==> config.mk <==
export PLATFORM = sky130hd
export DESIGN_NAME = qpu_exu_wbck_arb_flat
export DESIGN_NICKNAME = d
export VERILOG_FILES = /design/src/rtl/qpu_exu_wbck_arb_if.sv /design/src/rtl/qpu_exu_wbck_arb.sv /design/src/flat_wrapper.sv
export SDC_FILE = /design/constraint.sdc
export NUM_CORES = 1
export LEC_CHECK = 0
export BUFFER_PORTS_ARGS = -buffer_cell sky130_fd_sc_hd__buf_2
export CAP_MARGIN = 30
export CORE_ASPECT_RATIO = 0.5
export CORE_UTILIZATION = 44
export CTS_CLUSTER_DIAMETER = 80
export CTS_CLUSTER_SIZE = 28
export DETAILED_ROUTE_END_ITERATION = 16
export PLACE_DENSITY = 0.76
export SLEW_MARGIN = 20
export SYNTH_ARGS = -nofsm -noshare
export SYNTH_HDL_FRONTEND = slang
export SYNTH_SLANG_ARGS = --single-unit
==> constraint.sdc <==
create_clock -name clk -period 1.4 [get_ports clk]
set_input_delay 0.07 -clock clk [delete_from_list [all_inputs] [get_ports clk]]
set_output_delay 0.07 -clock clk [all_outputs]
set_load 0.01 [all_outputs]
==> src/rtl/qpu_exu_wbck_arb_if.sv <==
// Writeback request bundle for the ALU and long-pipe requesters of qpu_exu_wbck_arb.
// The master side is the requester pair; the slave side is the arbiter.
interface qpu_exu_wbck_arb_if #(
    parameter int XLEN    = 32,
    parameter int RFIDX_W = 6
);
    logic               alu_wbck_i_valid;
    logic               alu_wbck_i_ready;
    logic [RFIDX_W-1:0] alu_wbck_i_idx;
    logic [XLEN-1:0]    alu_wbck_i_data;

    logic               lpipe_wbck_i_valid;
    logic               lpipe_wbck_i_ready;
    logic [RFIDX_W-1:0] lpipe_wbck_i_idx;
    logic [XLEN-1:0]    lpipe_wbck_i_data;

    modport master (
        output alu_wbck_i_valid, alu_wbck_i_idx, alu_wbck_i_data,
        output lpipe_wbck_i_valid, lpipe_wbck_i_idx, lpipe_wbck_i_data,
        input  alu_wbck_i_ready, lpipe_wbck_i_ready
    );

    modport slave (
        input  alu_wbck_i_valid, alu_wbck_i_idx, alu_wbck_i_data,
        input  lpipe_wbck_i_valid, lpipe_wbck_i_idx, lpipe_wbck_i_data,
        output alu_wbck_i_ready, lpipe_wbck_i_ready
    );
endinterface

==> src/rtl/qpu_exu_wbck_arb.sv <==
// Register-file write-port arbiter: routes ALU / long-pipe writebacks to the classical or
// quantum bank by index MSB, one registered cycle later. QPU_WBCK_RR_EN selects round-robin.
module qpu_exu_wbck_arb #(
    parameter int XLEN    = 32,
    parameter int RFIDX_W = 6
) (
    input  logic               clk,
    input  logic               rst_n,
    qpu_exu_wbck_arb_if.slave  wbck,
    input  logic               wbck_stall,
    output logic               cwbck_dest_wen,
    output logic [RFIDX_W-1:0] cwbck_dest_idx,
    output logic [XLEN-1:0]    cwbck_dest_data,
    output logic               qcwbck_dest_wen,
    output logic [RFIDX_W-1:0] qcwbck_dest_idx,
    output logic [XLEN-1:0]    qcwbck_dest_data,
    output logic [15:0]        wbck_conflict_cnt
);
    localparam int BANK = RFIDX_W - 1;

    logic alu_bank, lp_bank, contested, alu_wins;
    logic alu_acc, lp_acc, contest_grant;

    logic               c_wen_q, c_wen_d, q_wen_q, q_wen_d;
    logic [RFIDX_W-1:0] c_idx_q, c_idx_d, q_idx_q, q_idx_d;
    logic [XLEN-1:0]    c_data_q, c_data_d, q_data_q, q_data_d;
    logic [15:0]        cnt_q, cnt_d;

    assign alu_bank  = wbck.alu_wbck_i_idx[BANK];
    assign lp_bank   = wbck.lpipe_wbck_i_idx[BANK];
    assign contested = wbck.alu_wbck_i_valid & wbck.lpipe_wbck_i_valid & (alu_bank == lp_bank);
    // A contested cycle only counts (and moves the pointer) when a grant is actually made.
    assign contest_grant = contested & ~wbck_stall;

`ifdef QPU_WBCK_RR_EN
    logic rr_ptr_q, rr_ptr_d;

    assign alu_wins = ~rr_ptr_q;
    assign rr_ptr_d = rr_ptr_q ^ contest_grant;

    always_ff @(posedge clk or negedge rst_n) begin
        if (!rst_n) rr_ptr_q <= 1'b0;
        else        rr_ptr_q <= rr_ptr_d;
    end
`else
    // Long-pipe returns cannot be back-pressured, so they always win a same-bank clash.
    assign alu_wins = 1'b0;
`endif

    assign wbck.alu_wbck_i_ready   = ~wbck_stall & (~contested | alu_wins);
    assign wbck.lpipe_wbck_i_ready = ~wbck_stall & (~contested | ~alu_wins);

    assign alu_acc = wbck.alu_wbck_i_valid   & wbck.alu_wbck_i_ready;
    assign lp_acc  = wbck.lpipe_wbck_i_valid & wbck.lpipe_wbck_i_ready;

    // At most one accepted write per bank per cycle, so the two branches never collide.
    always_comb begin
        // NOTE: every always_comb output gets a default first so no path leaves it unassigned (no latch).
        c_wen_d  = 1'b0;
        c_idx_d  = c_idx_q;
        c_data_d = c_data_q;
        q_wen_d  = 1'b0;
        q_idx_d  = q_idx_q;
        q_data_d = q_data_q;
        if (alu_acc) begin
            if (!alu_bank) begin
                c_wen_d  = |wbck.alu_wbck_i_idx[BANK-1:0];
                c_idx_d  = wbck.alu_wbck_i_idx;
                c_data_d = wbck.alu_wbck_i_data;
            end else begin
                q_wen_d  = 1'b1;
                q_idx_d  = wbck.alu_wbck_i_idx;
                q_data_d = wbck.alu_wbck_i_data;
            end
        end
        if (lp_acc) begin
            if (!lp_bank) begin
                c_wen_d  = |wbck.lpipe_wbck_i_idx[BANK-1:0];
                c_idx_d  = wbck.lpipe_wbck_i_idx;
                c_data_d = wbck.lpipe_wbck_i_data;
            end else begin
                q_wen_d  = 1'b1;
                q_idx_d  = wbck.lpipe_wbck_i_idx;
                q_data_d = wbck.lpipe_wbck_i_data;
            end
        end
    end

    assign cnt_d = (contest_grant && cnt_q != 16'hFFFF) ? cnt_q + 16'd1 : cnt_q;

    always_ff @(posedge clk or negedge rst_n) begin
        if (!rst_n) begin
            c_wen_q  <= 1'b0;
            c_idx_q  <= '0;
            c_data_q <= '0;
            q_wen_q  <= 1'b0;
            q_idx_q  <= '0;
            q_data_q <= '0;
            cnt_q    <= '0;
        end else begin
            // NOTE: non-blocking assignments so every register samples pre-edge values.
            c_wen_q  <= c_wen_d;
            c_idx_q  <= c_idx_d;
            c_data_q <= c_data_d;
            q_wen_q  <= q_wen_d;
            q_idx_q  <= q_idx_d;
            q_data_q <= q_data_d;
            cnt_q    <= cnt_d;
        end
    end

    assign cwbck_dest_wen    = c_wen_q;
    assign cwbck_dest_idx    = c_idx_q;
    assign cwbck_dest_data   = c_data_q;
    assign qcwbck_dest_wen   = q_wen_q;
    assign qcwbck_dest_idx   = q_idx_q;
    assign qcwbck_dest_data  = q_data_q;
    assign wbck_conflict_cnt = cnt_q;
endmodule
==> src/flat_wrapper.sv <==
// flat-port wrapper written by rule: the top's interface ports become plain ports
module qpu_exu_wbck_arb_flat 
#(
    parameter int XLEN    = 32,
    parameter int RFIDX_W = 6
)
  (clk, rst_n, wbck_stall, cwbck_dest_wen, cwbck_dest_idx, cwbck_dest_data, qcwbck_dest_wen, qcwbck_dest_idx, qcwbck_dest_data, wbck_conflict_cnt, wbck_alu_wbck_i_valid, wbck_alu_wbck_i_idx, wbck_alu_wbck_i_data, wbck_lpipe_wbck_i_valid, wbck_lpipe_wbck_i_idx, wbck_lpipe_wbck_i_data, wbck_alu_wbck_i_ready, wbck_lpipe_wbck_i_ready);
  qpu_exu_wbck_arb_if #(.XLEN(XLEN), .RFIDX_W(RFIDX_W)) wbck_i ();
  input  logic clk;
  input  logic rst_n;
  input  logic wbck_stall;
  output logic cwbck_dest_wen;
  output logic [RFIDX_W-1:0] cwbck_dest_idx;
  output logic [XLEN-1:0] cwbck_dest_data;
  output logic qcwbck_dest_wen;
  output logic [RFIDX_W-1:0] qcwbck_dest_idx;
  output logic [XLEN-1:0] qcwbck_dest_data;
  output logic [15:0] wbck_conflict_cnt;
  input wire logic [$bits(wbck_i.alu_wbck_i_valid)-1:0] wbck_alu_wbck_i_valid;
  input wire logic [$bits(wbck_i.alu_wbck_i_idx)-1:0] wbck_alu_wbck_i_idx;
  input wire logic [$bits(wbck_i.alu_wbck_i_data)-1:0] wbck_alu_wbck_i_data;
  input wire logic [$bits(wbck_i.lpipe_wbck_i_valid)-1:0] wbck_lpipe_wbck_i_valid;
  input wire logic [$bits(wbck_i.lpipe_wbck_i_idx)-1:0] wbck_lpipe_wbck_i_idx;
  input wire logic [$bits(wbck_i.lpipe_wbck_i_data)-1:0] wbck_lpipe_wbck_i_data;
  output wire logic [$bits(wbck_i.alu_wbck_i_ready)-1:0] wbck_alu_wbck_i_ready;
  output wire logic [$bits(wbck_i.lpipe_wbck_i_ready)-1:0] wbck_lpipe_wbck_i_ready;
  assign wbck_i.alu_wbck_i_valid = wbck_alu_wbck_i_valid;
  assign wbck_i.alu_wbck_i_idx = wbck_alu_wbck_i_idx;
  assign wbck_i.alu_wbck_i_data = wbck_alu_wbck_i_data;
  assign wbck_i.lpipe_wbck_i_valid = wbck_lpipe_wbck_i_valid;
  assign wbck_i.lpipe_wbck_i_idx = wbck_lpipe_wbck_i_idx;
  assign wbck_i.lpipe_wbck_i_data = wbck_lpipe_wbck_i_data;
  assign wbck_alu_wbck_i_ready = wbck_i.alu_wbck_i_ready;
  assign wbck_lpipe_wbck_i_ready = wbck_i.lpipe_wbck_i_ready;
  qpu_exu_wbck_arb #(.XLEN(XLEN), .RFIDX_W(RFIDX_W)) u_core (.clk(clk), .rst_n(rst_n), .wbck(wbck_i), .wbck_stall(wbck_stall), .cwbck_dest_wen(cwbck_dest_wen), .cwbck_dest_idx(cwbck_dest_idx), .cwbck_dest_data(cwbck_dest_data), .qcwbck_dest_wen(qcwbck_dest_wen), .qcwbck_dest_idx(qcwbck_dest_idx), .qcwbck_dest_data(qcwbck_dest_data), .wbck_conflict_cnt(wbck_conflict_cnt));
endmodule
==> impl_metrics.yaml, run 1 <==
run_status:
  status: "finished with violations"
  violations: "negative setup slack"
global_route:
  grt_pass1_vias: 4060
  track_usage_pct: 23.9
  grt_max_degree: 51
  grt_pass1_wl_mm: 19.2
  antenna_found_initial: 0
  gr-total-overflow: 0
drt:
  wl_mm: 12.3
  vias: 4102
  drt.antenna.violating_nets: 0
  wl_per_cell_um: 15.3
  drt_iter0_drc: 208
  route.detailed.drc: 0
  vias_per_cell: 5.12
  first_pass_iters: 4
placed_design:
  io_buffers: 176
  dp_hpwl_mm: 8.36
  place_congestion: 0.826
critical_path:
  cp-start-kind: "flip-flop"
  rr_worst_depth: 5
  critical_path.slowest_cell: "dfrtp_1"
  cp.required_ns: 1.63
  endpoint_kind: "flip-flop"
  r2r_slack_ns: -0.08
  worstPathCellList: "ha_4, nand4_4, nand4bb_4, and2_4, mux2_4"
  slowest_delay_ns: 0.39
  critical_path_class: "reg2reg"
  r2r_start: "u_core.wbck_conflict_cnt[1]"
  crit_fanout: 3
  worstPathArrival_ns: 1.71
  cp_top_family: "simple AND/OR/NAND/NOR gates"
  worst-path-buf-inv: 0
  r2r_end: "u_core.wbck_conflict_cnt[1]"
pwr:
  p_per_area_nw_per_um2: 1270
  vdd_drop_max_v: 0.000689
  p_leak_nw: 3.32
sta:
  clock.fmax_mhz: 676
  drv_slew: 0
  slew_headroom_pct: 62.5
  setup_violations: 3
  clock_skew_ns: 0.00144
  timing.hold.ws_ns: 0.0274
  finalSetupTns_ns: -0.118
  tightest_slew_ns: 0.561
  setup_slack_ns: -0.0799
  rsz0062_at_grt: "true"
  hold_violations: 0
  period_needed_ns: 1.48
  post-route-period-util_pct: 106
synthesis:
  yosys.area_share.simple_pct: 14.3
  synth_fp_nets: 500
  syn-instance-count: 418
  synth_area_um2: 4460
  synth_top_family_by_area: "multiplexers"
  synth-seq-cells: 94
  ys_types: 36
  synth-warning-count: 0
  synth_xor_area_share_pct: 2.72
  yosysSeqAreaShare_pct: 52.7
  synth_compound_area_share_pct: 9.48
  synth.area.mux_share_pct: 16.9
  synthAdderAreaFrac_pct: 0.281
  syn_avg_cell_area_um2: 10.7
finish:
  multi_input_comb_area_um2: 2020
  antenna_cells: 0
  seqCellArea_um2: 2350
  areaGrowthSynthToFinish_pct: 47.6
  layout-drive-gt1-share_pct: 38.6
  fillCellCount: 759
  nNetsFinal: 743
die:
  dieHeight_um: 73.2
  die_x_um: 144
  die_area_um2: 10600
  initial_utilization_pct: 46.3
  core_area_um2: 9630
  pin_count: 177
  rows: 25
flow_run:
  cap_viol_max_count: 0
min_path:
  hold_start: "wbck_alu_wbck_i_data[30]"
  worst_hold_path.endpoint: "u_core.cwbck_dest_data[30]"
  hold-path-cell-count: 3
  min_path_type: "in2reg"
clock_network:
  clk_path_buf_depth: 2
  cts_tree: "yes"
  worstSkewPairLatency_ns: 0.34
  numClockSinks: 94
  clkTransAtPathRegs_ns: 0.07
  cts_root_buf: "clkbuf_16"
  cts-buffers-inserted: 9
  htreeDepth: 3
[metal layers]
| layer | up-vias | global-route usage, % | part of all wire [%] |
|---|---|---|---|
| li1 | 1957 | - | - |
| met1 | 1987 | 28.0 | 41 |
| met2 | 115 | 41.7 | 52 |
| met3 | 43 | 5.71 | 3.8 |
| met4 | 0 | 11.8 | 3.7 |
| met5 | - | 0 | 0 |
[placed cells by master, fill, tap and decap left out, types with 4 or more instances in the layout]
master         instances
nand3b_1               4
buf_12                 6
buf_4                 36
and3_1                 5
dlygate4sd3_1         38
nor2_1                38
clkbuf_16              9
a21oi_1               38
nand3_2                4
o21ai_0               38
a31oi_1                6
xnor2_1               10
buf_2                175
dfrtp_1               93
mux2i_1               74
and4_1                 4
nand2_1               41
nand4_1                5
[final cells by class]
| type | count | area share, % |
|---|---|---|
| clock buffer | 9 | 3.42 |
| timing repair buffer | 258 | 25.5 |
| tap | 135 | 2.57 |
| inverter | 3 | 0.171 |
| clock inverter | 7 | 1.84 |
| multi-input combinational | 295 | 30.7 |
| sequential | 94 | 35.7 |
[cell families after synthesis]
group | Yosys count
XOR/XNOR | 13
AO/OA/AOI/OAI | 83
AND/OR/NAND/NOR | 123
adder cells (fa/ha/maj) | 1
multiplexers | 75
buffers and inverters | 29
flip-flops | 94
[power by group]
| part | internal, mW | switching (mW) |
|---|---|---|
| combinational | 1.03 | 1.07 |
| sequential | 3.17 | 0.274 |
| clock | 1.75 | 1.06 |
[state kept, by name (all words and copies together), names as in the netlist]
register	count
u_core.cwbck_dest_data	32
u_core.qcwbck_dest_data	32
u_core.wbck_conflict_cnt	16
u_core.cwbck_dest_idx	6
u_core.qcwbck_dest_idx	6
u_core.cwbck_dest_wen	1
u_core.qcwbck_dest_wen	1
[how the worst max path moves through the flow]
stage / from / to / depth (start not counted)
after floorplan: u_core.wbck_conflict_cnt[1] / u_core.wbck_conflict_cnt[1] / 5
after global placement: u_core.wbck_conflict_cnt[0] / u_core.wbck_conflict_cnt[1] / 5
after detailed placement: u_core.wbck_conflict_cnt[1] / u_core.wbck_conflict_cnt[1] / 5
after CTS: u_core.wbck_conflict_cnt[1] / u_core.wbck_conflict_cnt[1] / 5
after global routing: u_core.wbck_conflict_cnt[1] / u_core.wbck_conflict_cnt[1] / 5
final: u_core.wbck_conflict_cnt[1] / u_core.wbck_conflict_cnt[1] / 5
[Yosys cell counts]
library cell,n,share of area [%]
dfrtp_1,94,53
mux2i_1,74,17
nand2_1,43,3.6
a21oi_1,38,4.3
nor2_1,38,3.2
o21ai_0,38,4.3
xnor2_1,11,2.2
buf_2,9,1.0
clkbuf_1,9,0.76
nand3_1,8,0.90
a31oi_1,6,0.84
and3_1,6,0.84
nand4_1,5,0.70
and4_1,4,0.79
buf_6,4,1.0
nand3b_1,4,0.67
inv_1,3,0.25
nor2b_1,3,0.42
buf_4,2,0.34
nor4_4,2,0.95
or4_1,2,0.34
and2_4,1,0.20
and2b_1,1,0.17
and3b_1,1,0.20
buf_1,1,0.084
clkbuf_2,1,0.11
ha_1,1,0.28
mux2_4,1,0.34
nand2b_1,1,0.14
nand4_2,1,0.28
nand4bb_4,1,0.62
nor2_2,1,0.14
nor3_1,1,0.11
o21ai_1,1,0.11
xor2_1,1,0.20
xor2_2,1,0.36
[timing repair]
action | CTS | global route
endpoints found under the hold margin | 86 | 0
gates resized for setup | 3 | 10
hold buffers | 38 | 0
setup endpoints to repair | 15 | 16
pin swaps | 7 | 9
buffers inserted | 2 | 4
[stage by stage]
stage | area (µm²) | power (mW) | utilization (%) | setup WS (ns) | std cells
after floorplan | 4470 | 4.36 | - | -0.251 | 418
after global placement | 5740 | 5.29 | 59.6 | -0.0758 | 741
after detailed placement | 5740 | 5.36 | 59.6 | -0.109 | 741
after CTS | 6500 | 8.36 | 67.5 | -0.0779 | 797
after global routing | 6580 | 8.77 | 68.3 | -0.145 | 801
final | 6580 | 8.36 | 68.3 | -0.0799 | 801
[worst reg2reg max path, cell delays in order (launching register included)]
cell	delay, ns
dfrtp_1	0.39
ha_4	0.17
nand4_4	0.12
nand4bb_4	0.23
and2_4	0.17
mux2_4	0.29
Power figures use the tool's default switching activity.
==> run 2: changes to the inputs <==
--- a/config.mk
+++ b/config.mk
@@ -9,4 +9,5 @@
 export CAP_MARGIN = 30
 export CORE_ASPECT_RATIO = 0.5
+export CORE_MARGIN = 2
 export CORE_UTILIZATION = 44
 export CTS_CLUSTER_DIAMETER = 80
==> constraint.sdc (replaced) <==
create_clock -name clk -period 1.4 [get_ports clk]
set_input_delay 0.07 -clock clk [delete_from_list [all_inputs] [get_ports clk]]
set_output_delay 0.07 -clock clk [all_outputs]
set_load 0.02 [all_outputs]
==> run 2 against run 1 <==
- the flow still finishes with violations (negative setup slack)
- largest power group unchanged
- wire length grew 1.7%
- highest routed layer unchanged
- critical endpoint is now u_core.wbck_conflict_cnt[15]
- die area grew 4.2%
- critical path depth is the same
- clock-buffer cell count is the same
- combinational power grew 13%
- total power shrank 0.37%
- critical path type unchanged
- cell area shrank 0.63%
- sequential cell count is the same
==> impl_metrics.yaml, run 2 (same netlist as run 1, synthesis figures left out) <==
run_status:
  status: "finished with violations"
  violations: "negative setup slack"
min_path:
  min_path_type: "in2reg"
critical_path:
  r2r_slack_ns: -0.08
  crit_start: "u_core.wbck_conflict_cnt[1]"
  rr_worst_depth: 5
  crit_fanout: 6
  worstPathArrival_ns: 1.70
  cp.required_ns: 1.62
  cp-start-kind: "flip-flop"
  endpoint_kind: "flip-flop"
  r2r_end: "u_core.wbck_conflict_cnt[15]"
  cp-endpoint: "u_core.wbck_conflict_cnt[15]"
  critical_path_class: "reg2reg"
  r2r_start: "u_core.wbck_conflict_cnt[1]"
pwr:
  fin_total_pwr_mw: 8.33
  p_leak_nw: 3.28
  seq_power_share_pct: 41.5
  vdd_drop_max_v: 0.000757
  p_clk_share_pct: 30.1
  power_frac_comb_pct: 28.4
  p_per_area_nw_per_um2: 1270
  p_int_mw: 5.56
  swShare_pct: 33.3
  power.switching_mw: 2.77
sta:
  drv_slew: 0
  timing.hold.ws_ns: 0.0340
  setup_violations: 5
  finalSetupTns_ns: -0.185
  hold_violations: 0
  setup_slack_ns: -0.0839
  clock_skew_ns: 0.00526
  post-route-period-util_pct: 106
  clock.fmax_mhz: 674
  rsz0062_at_grt: "true"
  tightest_slew_ns: 0.509
  slew_headroom_pct: 66.1
  period_needed_ns: 1.48
global_route:
  antenna_found_initial: 0
  gr-total-overflow: 0
  grt_pass1_vias: 3999
  track_usage_pct: 22.6
  grt_pass1_wl_mm: 19.4
  grt_max_degree: 44
die:
  initial_utilization_pct: 46.3
  rows: 25
  dieHeight_um: 75.2
  core_area_um2: 9630
  pin_count: 177
  die_area_um2: 11000
  die_x_um: 146
drt:
  drt_iter0_drc: 148
  wl_mm: 12.5
  route.detailed.drc: 0
  vias: 4037
  drt.antenna.violating_nets: 0
  first_pass_iters: 4
  vias_per_cell: 5.07
  wl_per_cell_um: 15.6
clock_network:
  htreeDepth: 3
  clk_path_buf_depth: 2
  cts-buffers-inserted: 9
  clkTransAtPathRegs_ns: 0.07
  cts_root_buf: "clkbuf_16"
  cts_tree: "yes"
  numClockSinks: 94
  worstSkewPairLatency_ns: 0.34
placed_design:
  place_congestion: 0.820
  dp.cells: 738
  io_buffers: 176
  dp_hpwl_mm: 8.58
  post_dp_cell_area_um2: 5790
  dp_slack_ns: -0.0680
finish:
  final_cell_mix: "buf_2, dfrtp_1, mux2i_1"
  utilization_pct: 67.9
  final_common_cell: "buf_2"
  fin_cells: 797
  nNetsFinal: 739
  areaGrowthSynthToFinish_pct: 46.7
  antenna_cells: 0
  layout-drive-gt1-share_pct: 39.0
  final_area_um2: 6540
flow_run:
  cap_viol_max_count: 0
-- run 2: worst max-delay path, stage by stage, from the launching register on --
cell,delay [ns]
dfrtp_2,0.39
buf_4,0.14
nand4_1,0.12
nor4_4,0.38
and3_1,0.24
a31oi_1,0.10
-- run 2: final cells by class --
cell class	instances	area [µm²]
Multi-Input combinational cell	295	2000
Tap cell	135	169
Inverter	3	11.3
Fill cell	777	3090
Timing Repair Buffer	254	1700
Sequential cell	94	2360
Clock buffer	9	225
Clock inverter	7	81.3
-- run 2: metal layers --
metal / part of all wire [%] / GRT usage (%)
met5: 0 / 0
met4: 3.2 / 10.5
met3: 3.6 / 5.27
met2: 52 / 40.9
met1: 41 / 26.5
-- run 2: power groups by stage --
stage / sequential (mW) / combinational [mW] / clock, mW
final: 3.46 / 2.37 / 2.51
after global routing: 3.51 / 2.55 / 2.69
after CTS: 3.46 / 2.37 / 2.57
after detailed placement: 3.50 / 2.28 / 0
after global placement: 3.47 / 2.24 / 0
after floorplan: 4.10 / 0.650 / 0
-- run 2: how the worst min path moves through the flow --
stage / start / endpoint / slack (ns) / cells after the start
floorplan: rst_n / u_core.cwbck_dest_data[0] / -0.23 / 0
finish: wbck_alu_wbck_i_data[28] / u_core.cwbck_dest_data[28] / 0.03 / 3
global route: wbck_alu_wbck_i_data[30] / u_core.cwbck_dest_data[30] / 0.03 / 3
detailed placement: rst_n / u_core.cwbck_dest_data[3] / -0.03 / 1
global placement: rst_n / u_core.qcwbck_dest_data[3] / -0.03 / 1
CTS: wbck_alu_wbck_i_data[23] / u_core.cwbck_dest_data[23] / 0.02 / 3
-- run 2: repair_timing --
action / in CTS / in global routing
resized for setup: 1 / 7
pin swaps: 6 / 7
hold buffers: 38 / 0
setup buffers: 1 / 4
endpoints found under the setup margin: 7 / 15
endpoints found under the hold margin: 154 / 0
